===== config.mk =====
export PLATFORM = sky130hd
export DESIGN_NAME = rmw_counter_mem_flat
export DESIGN_NICKNAME = d
export VERILOG_FILES = /design/src/rtl/rmw_counter_mem_pkg.sv /design/src/rtl/rmw_counter_mem_if.sv /design/src/rtl/rmw_counter_mem_alu.sv /design/src/rtl/rmw_counter_mem.sv /design/src/flat_wrapper.sv
export SDC_FILE = /design/constraint.sdc
export NUM_CORES = 1
export LEC_CHECK = 0
export CORE_MARGIN = 1
export CORE_UTILIZATION = 61
export CTS_CLUSTER_DIAMETER = 80
export DETAILED_ROUTE_END_ITERATION = 12
export PLACE_DENSITY = 0.8
export SLEW_MARGIN = 20
export SYNTH_ARGS = -nofsm -noshare
export SYNTH_HDL_FRONTEND = slang
export SYNTH_HIERARCHICAL = 1
export SYNTH_SLANG_ARGS = --single-unit

===== constraint.sdc =====
create_clock -name clk -period 4.5 [get_ports clk]
set_clock_uncertainty 0.15 [all_clocks]
set_input_delay 1.125 -clock clk [delete_from_list [all_inputs] [get_ports clk]]
set_output_delay 1.125 -clock clk [all_outputs]
set_load 0.005 [all_outputs]

===== src/rtl/rmw_counter_mem_pkg.sv =====
// Shared types for the read-modify-write counter memory: request opcodes and init FSM states.
package rmw_mem_pkg;

   typedef enum logic [1:0] {
      OP_INC  = 2'd0,
      OP_ADD  = 2'd1,
      OP_COPY = 2'd2,
      OP_READ = 2'd3
   } op_e;

   typedef enum logic {
      ST_INIT = 1'b0,
      ST_RUN  = 1'b1
   } state_e;

endpackage


===== src/rtl/rmw_counter_mem_if.sv =====
// Request/response port of the counter memory; the requester uses master, the memory uses slave.
interface rmw_counter_mem_if #(
   parameter int WIDTH = 32,
   parameter int DEPTH = 8
);
   import rmw_mem_pkg::*;

   localparam int AW = $clog2(DEPTH);

   logic             req_valid;
   logic             req_ready;
   op_e              req_op;
   logic [AW-1:0]    req_addr;
   logic [WIDTH-1:0] req_data;
   logic             rsp_valid;
   logic [WIDTH-1:0] rsp_data;
   logic             rsp_ovf;
   logic             init_done;

   modport master (
      output req_valid, req_op, req_addr, req_data,
      input  req_ready, rsp_valid, rsp_data, rsp_ovf, init_done
   );

   modport slave (
      input  req_valid, req_op, req_addr, req_data,
      output req_ready, rsp_valid, rsp_data, rsp_ovf, init_done
   );

endinterface


===== src/rtl/rmw_counter_mem_alu.sv =====
// Combinational op evaluation for the write stage: new value, carry-out flag and write enable.
module rmw_alu
   import rmw_mem_pkg::*;
#(
   parameter int WIDTH    = 32,
   parameter int SATURATE = 0
) (
   input  op_e              op,
   input  logic [WIDTH-1:0] old,
   input  logic [WIDTH-1:0] src,
   input  logic [WIDTH-1:0] data,
   output logic [WIDTH-1:0] new_val,
   output logic             ovf,
   output logic             wr_en
);

   logic [WIDTH:0] sum_s;

   // INC is treated as ADD of one so both share the carry and clamp path
   always_comb begin
      sum_s   = '0;
      new_val = old;
      ovf     = 1'b0;
      wr_en   = 1'b0;
      case (op)
         OP_INC, OP_ADD: begin
            if (op == OP_INC) begin
               sum_s = {1'b0, old} + {{WIDTH{1'b0}}, 1'b1};
            end else begin
               sum_s = {1'b0, old} + {1'b0, data};
            end
            ovf   = sum_s[WIDTH];
            wr_en = 1'b1;
            if (sum_s[WIDTH] && (SATURATE != 0)) begin
               new_val = {WIDTH{1'b1}};
            end else begin
               new_val = sum_s[WIDTH-1:0];
            end
         end
         OP_COPY: begin
            new_val = src;
            wr_en   = 1'b1;
         end
         OP_READ: begin
            new_val = old;
            wr_en   = 1'b0;
         end
         default: begin
            new_val = old;
            wr_en   = 1'b0;
         end
      endcase
   end

endmodule


===== src/rtl/rmw_counter_mem.sv =====
// DEPTH x WIDTH counter table with a two-stage read/forward then compute/write pipeline,
// cleared by an init sweep after every reset.
module rmw_counter_mem
   import rmw_mem_pkg::*;
#(
   parameter int WIDTH       = 32,
   parameter int DEPTH       = 8,
   parameter int COPY_OFFSET = 4,
   parameter int SATURATE    = 0
) (
   input logic               clk,
   input logic               reset,
   rmw_counter_mem_if.slave  bus
);

   localparam int            AW     = $clog2(DEPTH);
   localparam logic [AW-1:0] OFFSET = AW'(COPY_OFFSET);
   localparam logic [AW-1:0] LAST   = AW'(DEPTH - 1);

   logic [WIDTH-1:0] mem_r [DEPTH];

   state_e           state_r;
   state_e           state_s;
   logic [AW-1:0]    ptr_r;
   logic             init_done_r;

   logic             accept_s;
   logic [AW-1:0]    src_addr_s;
   logic [WIDTH-1:0] old_s;
   logic [WIDTH-1:0] src_s;

   logic             s2_valid_r;
   op_e              s2_op_r;
   logic [AW-1:0]    s2_addr_r;
   logic [WIDTH-1:0] s2_data_r;
   logic [WIDTH-1:0] s2_old_r;
   logic [WIDTH-1:0] s2_src_r;

   logic [WIDTH-1:0] alu_new_s;
   logic             alu_ovf_s;
   logic             alu_wr_s;
   logic             s2_wr_s;

   // DEPTH is a power of two, so dropping the carry gives the modulo
   assign accept_s   = bus.req_valid && init_done_r;
   assign src_addr_s = bus.req_addr + OFFSET;
   assign s2_wr_s    = s2_valid_r && alu_wr_s;

   rmw_alu #(
      .WIDTH    (WIDTH),
      .SATURATE (SATURATE)
   ) u_alu (
      .op      (s2_op_r),
      .old     (s2_old_r),
      .src     (s2_src_r),
      .data    (s2_data_r),
      .new_val (alu_new_s),
      .ovf     (alu_ovf_s),
      .wr_en   (alu_wr_s)
   );

   // Init sweep ends after the last entry is cleared
   always_comb begin
      state_s = state_r;
      case (state_r)
         ST_INIT: begin
            if (ptr_r == LAST) begin
               state_s = ST_RUN;
            end else begin
               state_s = ST_INIT;
            end
         end
         ST_RUN:  state_s = ST_RUN;
         default: state_s = ST_INIT;
      endcase
   end

   // FSM state, sweep pointer and ready flag
   always_ff @(posedge clk) begin
      if (reset) begin
         state_r     <= ST_INIT;
         ptr_r       <= '0;
         init_done_r <= 1'b0;
      end else begin
         state_r     <= state_s;
         init_done_r <= (state_s == ST_RUN);
         if (state_r == ST_INIT) begin
            ptr_r <= ptr_r + AW'(1);
         end
      end
   end

   // Bypass the stage-2 write so back-to-back ops see serial results
   always_comb begin
      if (s2_wr_s && (s2_addr_r == bus.req_addr)) begin
         old_s = alu_new_s;
      end else begin
         old_s = mem_r[bus.req_addr];
      end
      if (s2_wr_s && (s2_addr_r == src_addr_s)) begin
         src_s = alu_new_s;
      end else begin
         src_s = mem_r[src_addr_s];
      end
   end

   // Stage-2 operand registers
   always_ff @(posedge clk) begin
      if (reset) begin
         s2_valid_r <= 1'b0;
         s2_op_r    <= OP_READ;
         s2_addr_r  <= '0;
         s2_data_r  <= '0;
         s2_old_r   <= '0;
         s2_src_r   <= '0;
      end else begin
         s2_valid_r <= accept_s;
         if (accept_s) begin
            s2_op_r   <= bus.req_op;
            s2_addr_r <= bus.req_addr;
            s2_data_r <= bus.req_data;
            s2_old_r  <= old_s;
            s2_src_r  <= src_s;
         end
      end
   end

   // Array writes; reset suppresses any in-flight stage-2 write
   always_ff @(posedge clk) begin
      if (!reset) begin
         if (state_r == ST_INIT) begin
            mem_r[ptr_r] <= '0;
         end else if (s2_wr_s) begin
            mem_r[s2_addr_r] <= alu_new_s;
         end
      end
   end

   assign bus.req_ready = init_done_r;
   assign bus.init_done = init_done_r;
   assign bus.rsp_valid = s2_valid_r;
   assign bus.rsp_data  = s2_old_r;
   assign bus.rsp_ovf   = s2_valid_r && alu_ovf_s;

endmodule


===== src/flat_wrapper.sv =====
// flat-port wrapper written by rule: the top's interface ports become plain ports
module rmw_counter_mem_flat import rmw_mem_pkg::*;
#(
   parameter int WIDTH       = 32,
   parameter int DEPTH       = 8,
   parameter int COPY_OFFSET = 4,
   parameter int SATURATE    = 0
)
  (clk, reset, bus_req_valid, bus_req_op, bus_req_addr, bus_req_data, bus_req_ready, bus_rsp_valid, bus_rsp_data, bus_rsp_ovf, bus_init_done);
  rmw_counter_mem_if #(.WIDTH(WIDTH), .DEPTH(DEPTH)) bus_i ();
  input logic clk;
  input logic reset;
  input wire logic [$bits(bus_i.req_valid)-1:0] bus_req_valid;
  input wire logic [$bits(bus_i.req_op)-1:0] bus_req_op;
  input wire logic [$bits(bus_i.req_addr)-1:0] bus_req_addr;
  input wire logic [$bits(bus_i.req_data)-1:0] bus_req_data;
  output wire logic [$bits(bus_i.req_ready)-1:0] bus_req_ready;
  output wire logic [$bits(bus_i.rsp_valid)-1:0] bus_rsp_valid;
  output wire logic [$bits(bus_i.rsp_data)-1:0] bus_rsp_data;
  output wire logic [$bits(bus_i.rsp_ovf)-1:0] bus_rsp_ovf;
  output wire logic [$bits(bus_i.init_done)-1:0] bus_init_done;
  assign bus_i.req_valid = bus_req_valid;
  assign bus_i.req_op = bus_req_op;
  assign bus_i.req_addr = bus_req_addr;
  assign bus_i.req_data = bus_req_data;
  assign bus_req_ready = bus_i.req_ready;
  assign bus_rsp_valid = bus_i.rsp_valid;
  assign bus_rsp_data = bus_i.rsp_data;
  assign bus_rsp_ovf = bus_i.rsp_ovf;
  assign bus_init_done = bus_i.init_done;
  rmw_counter_mem #(.WIDTH(WIDTH), .DEPTH(DEPTH), .COPY_OFFSET(COPY_OFFSET), .SATURATE(SATURATE)) u_core (.clk(clk), .reset(reset), .bus(bus_i));
endmodule

==> reports/qor.yml, run 1 <==
track_usage_pct: 34.9
crit_buf_inv: 1
grt_max_degree: 65
synth_edf_count: 256
synth_seq_cells: 362
boundaryPins: 76
syn_inst: 1543
worst_pin_slew_ns: 0.997
yosysMostFrequentCell: "nand2_1"
postSynthAreaPerCell_um2: 11.3
drc: 0
grt_pass1_wl_mm: 76.2
start_util_pct: 62.5
hold_path_depth: 2
drt_wl_total_mm: 51.7
antenna_found_initial: 0
setup_viol: 1
drt_iter0_drc: 1630
multi_input_area_um2: 7280
cap_viol_max_count: 0
firstDrtPassIters: 7
fmax_mhz: 220
worst-path-max-fanout: 3
grt_pass1_vias: 13425
synthTopCellsByCount: "nand2_1, edfxtp_1, dfxtp_1, mux2i_1, a21oi_1"
violations: "negative setup slack"
period_share_pct: 101
cts_num_sinks: 362
port_buffers: 75
yosys-top-cells-area: "edfxtp_1, dfxtp_1, nand2_1"
worstRegToRegCells: 22
cts_buffers: 37
place_hpwl_mm: 32.1
cts_buffer_depth: 3
syn2layout_area_growth_pct: 17.4
cts_root_buf: "clkbuf_16"
vias_per_cell: 6.80
stdcell_count: 2041
cpPeakStageDelay_ns: 0.38
die_area_um2: 29400
r2r-end: "u_core/bus.rsp_data[30]"
final_nets: 1708
yosysTopAreaCellShare_pct: 43.9
row_count: 61
power.ir.vdd_worst_uv: 394
regArea_um2: 9810
hold_end: "u_core/s2_data_r[1]"
cp_top_family: "compound AO/OA/AOI/OAI gates"
async_reset_ff_share_pct: 0
hold_start: "u_core/s2_data_r[1]"
gp_congestion: 1.02
hold_viol_final: 0
worstPathCellList: "nor2_4 > or2_4 > ha_4 > fa_2 > a211oi_2 > nor2_1 > o31ai_2 > a211oi_2 > o22ai_2 > o32ai_2 > and2_1 > buf_2"
die_x_um: 171
reg2reg_from: "u_core/s2_op_r[1]"
end_kind: "output port"
critPathSlowestCell: "fa_2"
rsz0062_at_grt: "true"
setup_slack_ns: -0.0400
post-place-ws_ns: 0.0397
seq_area_frac_synth_pct: 56.0
cts_tree: "done"
use_met2_pct: 54.3
min_period_ns: 4.54
yosysWarnings: 6
h-tree-depth: 2
yosysTopAreaCell: "edfxtp_1"
busiest_layer: "met2"
overflow: 0
yosysUniqueCellTypes: 66
use_met3_pct: 7.20
coreArea_um2: 28000
outcome: "finished, violations left"
p_leak_nw: 7.94
synth_area_um2: 17500
vias: 13885
arrival_ns: 3.26
slew_viol_final: 0
max_slew_margin_pct: 33.4
critPathRequiredTime_ns: 3.22
final_layout_size_suffix_gt1_share_pct: 17.3
start_kind: "register"
hold_buffers: 0
clock_latency_ns: 0.55
p_per_area_nw_per_um2: 355
placed_cells: 1957
critical_path_class: "register to output port"
path_common_cell: "a211oi_2"
worstHoldPathType: "register to register"
final_antenna_net_count: 0
avgRoutedWirePerCell_um: 25.3
nFillCells: 1854
die_y_um: 171
syn-num-nets: 1618
clkTransAtPathRegs_ns: 0.07
synthFlopType: "edfxtp_1"
met1_usage_pct: 47.3
r2r_slack_ns: 0.09
## power breakdown
| part | leakage [nW] | total [W] | internal, W | switching [W] |
|---|---|---|---|---|
| Clock | 0.630 | 0.00321 | 0.00189 | 0.00131 |
| Combinational | 3.82 | 0.000477 | 0.000183 | 0.000294 |
| Sequential | 3.49 | 0.00362 | 0.00360 | 0.0000209 |
## routing by layer
metal | up-vias | wire (um)
met4 | 2 | 1920
li1 | 6023 | -
met5 | - | 80
met3 | 156 | 6000
met1 | 6779 | 20200
met2 | 925 | 23500
## sequential cells by signal, indices dropped and copies added (netlist names)
register,cells
u_core/bus.rsp_data,32
u_core/ptr_r,3
u_core/s2_op_r,2
u_core/bus.rsp_valid,1
u_core/s2_addr_r,3
u_core/mem_r,256
u_core/s2_data_r,32
u_core/s2_src_r,32
u_core/bus.init_done,1
## worst reg2reg max path: cells and delay by family, from the launching register on
family                   cells  cell delay (ns)
buffers and inverters        9             0.91
flip-flops                   1             0.36
AND/OR/NAND/NOR              3             0.44
AO/OA/AOI/OAI                8             1.95
adder cells (fa/ha/maj)      2             0.55
## timing repair
| action | 4_1_cts | 5_1_grt |
|---|---|---|
| setup buffers | 15 | 2 |
| pin swaps | 9 | 13 |
| resized for setup | 19 | 22 |
| setup endpoints to repair | 1 | 41 |
## placed cells by master, fill, tap and decap left out, types with 32 or more instances in the layout
cell type        synthesis  layout
a21oi_1                 75      74
a221oi_1                65      64
buf_4                   13      71
clkbuf_16                0      37
clkdlybuf4s50_1          0      72
dfxtp_1                106     104
edfxtp_1               256     256
ha_1                    34      32
inv_1                   42      39
mux2_2                  72      72
mux2i_1                 83      83
nand2_1                274     273
nor2b_1                 39      37
o21ai_0                 35      33
o221ai_1                55      54
o22ai_1                 70      68
## cell type report
class	count	area share, %
flip-flops and latches	362	47.7
multi-input cells	1029	35.4
repair buffers	160	7.48
clock buffers	45	4.85
well taps	378	2.30
clock inverters	23	1.45
inverters	43	0.785
diodes	1	0.0122
## per-stage QoR
step           instance area [um2]  power, W  setup TNS [ns]  util (%)  hold slack, ns
3_5_place_dp                 19000   0.00415               0      67.7           0.295
3_3_place_gp                 19000   0.00414               0      67.7           0.290
4_1_cts                      20500   0.00732          -0.432      73.1           0.304
2_1_floorplan                17500   0.00397               0         -           0.275
6_report                     20600   0.00730         -0.0400      73.4           0.305
5_1_grt                      20600   0.00747          -0.117      73.4           0.335
## worst max path at each step
| stage | from | to | cells past startpoint |
|---|---|---|---|
| after global routing | u_core/s2_op_r[1] | bus_rsp_ovf | 12 |
| after CTS | u_core/s2_op_r[1] | u_core/bus.rsp_data[30] | 24 |
| after floorplan | u_core/s2_op_r[1] | bus_rsp_ovf | 13 |
| final | u_core/s2_op_r[1] | bus_rsp_ovf | 12 |
| after detailed placement | u_core/s2_op_r[1] | bus_rsp_ovf | 12 |
| after global placement | u_core/s2_op_r[1] | bus_rsp_ovf | 12 |
## cell families after synthesis
| logic type | share of synthesized area, % |
|---|---|
| AND/OR/NAND/NOR | 10.5 |
| AO/OA/AOI/OAI | 16.3 |
| flip-flops | 56.0 |
| multiplexers | 9.50 |
| buffers and inverters | 3.82 |
| adder cells (fa/ha/maj) | 2.54 |
| XOR/XNOR | 1.25 |
No activity file was read; power rests on OpenSTA's default activity.
==> inputs of run 2 (changes only) <==
CORE_UTILIZATION = 66   (was 61)
PLACE_DENSITY = 0.86   (was 0.8)
clock period = 5.24 ns   (was 4.5 ns; I/O delays follow)
==> run 2 against run 1 <==
Effect of this change: the flow now finishes without violations; largest cell class unchanged; worst hold slack improved by 0.0082 ns; die area shrank 7.5%; largest power group unchanged; count of clock-buffer cells in the layout is 6 higher; critical path type unchanged; sequential share of layout area increased by 1.6 points; combinational power is 16% lower.
==> reports/qor.yml, run 2 (synthesis gave the netlist of run 1 again) <==
outcome: "finished, final reports clean"
setup_viol: 0
cts_buffers: 38
busiest_layer: "met2"
finalPower_w: 0.00616
n_antenna_cell: 0
cts_buffer_depth: 3
vias: 13738
hold_viol_final: 0
min_period_ns: 5.13
largest_register: "u_core/mem_r"
hold_end: "u_core/s2_data_r[24]"
period_share_pct: 97.8
r2r-end: "u_core/mem_r[7][30]"
firstDrtPassIters: 6
grt_max_degree: 73
overflow: 0
final_antenna_net_count: 0
met1_usage_pct: 50.5
p_per_area_nw_per_um2: 309
cts_root_buf: "clkbuf_16"
final_nets: 1662
grt_pass1_vias: 13179
avgRoutedWirePerCell_um: 26.8
row_count: 59
arrival_ns: 3.67
hold_start: "u_core/s2_data_r[24]"
largest_reg_flops: 256
start_util_pct: 67.2
vias_per_cell: 7.04
worst-path-max-fanout: 3
syn2layout_area_growth_pct: 13.6
port_buffers: 75
die_area_um2: 27200
worst_pin_slew_ns: 1.13
place_hpwl_mm: 30.8
max_slew_margin_pct: 24.3
h-tree-depth: 2
antenna_found_initial: 0
clkTransAtPathRegs_ns: 0.06
use_met3_pct: 8.92
boundaryPins: 76
fmax_mhz: 195
coreArea_um2: 26100
place_area_um2: 18600
worstRegToRegCells: 13
power.ir.vdd_worst_uv: 382
grt_pass1_wl_mm: 76.2
track_usage_pct: 38.2
r2r_slack_ns: 1.35
fin_area_um2: 19900
critical_path_class: "register to output port"
p_leak_nw: 7.65
hold_buffers: 0
layout_common_cells: "nand2_1, edfxtp_1, dfxtp_1"
worstHoldPathType: "register to register"
clock_latency_ns: 0.53
end_kind: "output port"
hold_slack_ns: 0.313
drt_wl_total_mm: 52.3
use_met2_pct: 59.4
cts_tree: "done"
final_layout_size_suffix_gt1_share_pct: 13.9
gp_congestion: 0.962
start_kind: "register"
cap_viol_max_count: 0
layout_commonest_cell: "nand2_1"
die_x_um: 165
critPathRequiredTime_ns: 3.78
drt_iter0_drc: 2035
drc: 0
hold_path_depth: 2
reg2reg_from: "u_core/s2_op_r[1]"
die_y_um: 165
cts_num_sinks: 362
slew_viol_final: 0
==> run 2: repair_timing <==
| item | CTS | global route |
|---|---|---|
| pin swaps | 2 | 2 |
| buffers inserted | 0 | 2 |
| endpoints found under the setup margin | 1 | 1 |
| gates resized for setup | 6 | 15 |
==> run 2: stage by stage <==
step | cells | utilization [%] | setup WS, ns | TNS, ns
after detailed placement | 1880 | 71.2 | 0.397 | 0
after CTS | 1949 | 76.1 | 0.0207 | 0
after floorplan | 1543 | - | 0.776 | 0
after global placement | 1880 | 71.2 | 0.451 | 0
after global routing | 1951 | 76.4 | -0.0198 | -0.0198
final | 1951 | 76.4 | 0.114 | 0
==> run 2: worst max path at each step <==
| stage | depth (start not counted) | slack, ns | end | start |
|---|---|---|---|---|
| finish | 12 | 0.11 | bus_rsp_ovf | u_core/s2_op_r[1] |
| global route | 12 | -0.02 | bus_rsp_ovf | u_core/s2_op_r[1] |
| global placement | 12 | 0.45 | bus_rsp_ovf | u_core/s2_op_r[1] |
| detailed placement | 12 | 0.40 | bus_rsp_ovf | u_core/s2_op_r[1] |
| floorplan | 13 | 0.78 | bus_rsp_ovf | u_core/s2_op_r[1] |
| CTS | 12 | 0.02 | bus_rsp_ovf | u_core/s2_op_r[1] |
==> run 2: cell type report <==
| class | count | area (um2) |
|---|---|---|
| clock buffers | 51 | 1030 |
| clock inverters | 18 | 194 |
| fillers | 1629 | 6160 |
| inverters | 43 | 161 |
| multi-input cells | 1029 | 7200 |
| flip-flops and latches | 362 | 9810 |
| well taps | 335 | 419 |
| repair buffers | 113 | 1080 |
==> run 2: metal layers <==
| layer | vias up | part of all wire (%) |
|---|---|---|
| met5 | - | 0 |
| met1 | 6555 | 37 |
| li1 | 5931 | - |
| met3 | 187 | 13 |
| met2 | 1065 | 45 |
| met4 | 0 | 4.4 |
==> run 2: critical path, stage by stage, from the launching register on <==
cell and delay [ns]:
dfxtp_2 0.33, nor2_2 0.06, or2_2 0.28, ha_1 0.23, fa_2 0.39, a211oi_2 0.30
nor2_1 0.13, o31ai_4 0.30, a211oi_2 0.12, o22ai_2 0.22, o32ai_2 0.14, and2_1 0.20
clkdlybuf4s50_1 0.43
==> run 2: power breakdown <==
group          leakage (nW)  total, W  switching [W]  internal, W
clock                 0.603   0.00265        0.00110      0.00154
sequential             3.49   0.00311      0.0000184      0.00309
combinational          3.56  0.000400       0.000253     0.000147
==> inputs of run 3 (changes only) <==
SKIP_LAST_GASP = 1   (was default)
==> results of run 3 <==
The final DEF is identical to that of run 2; final timing and power are the same.
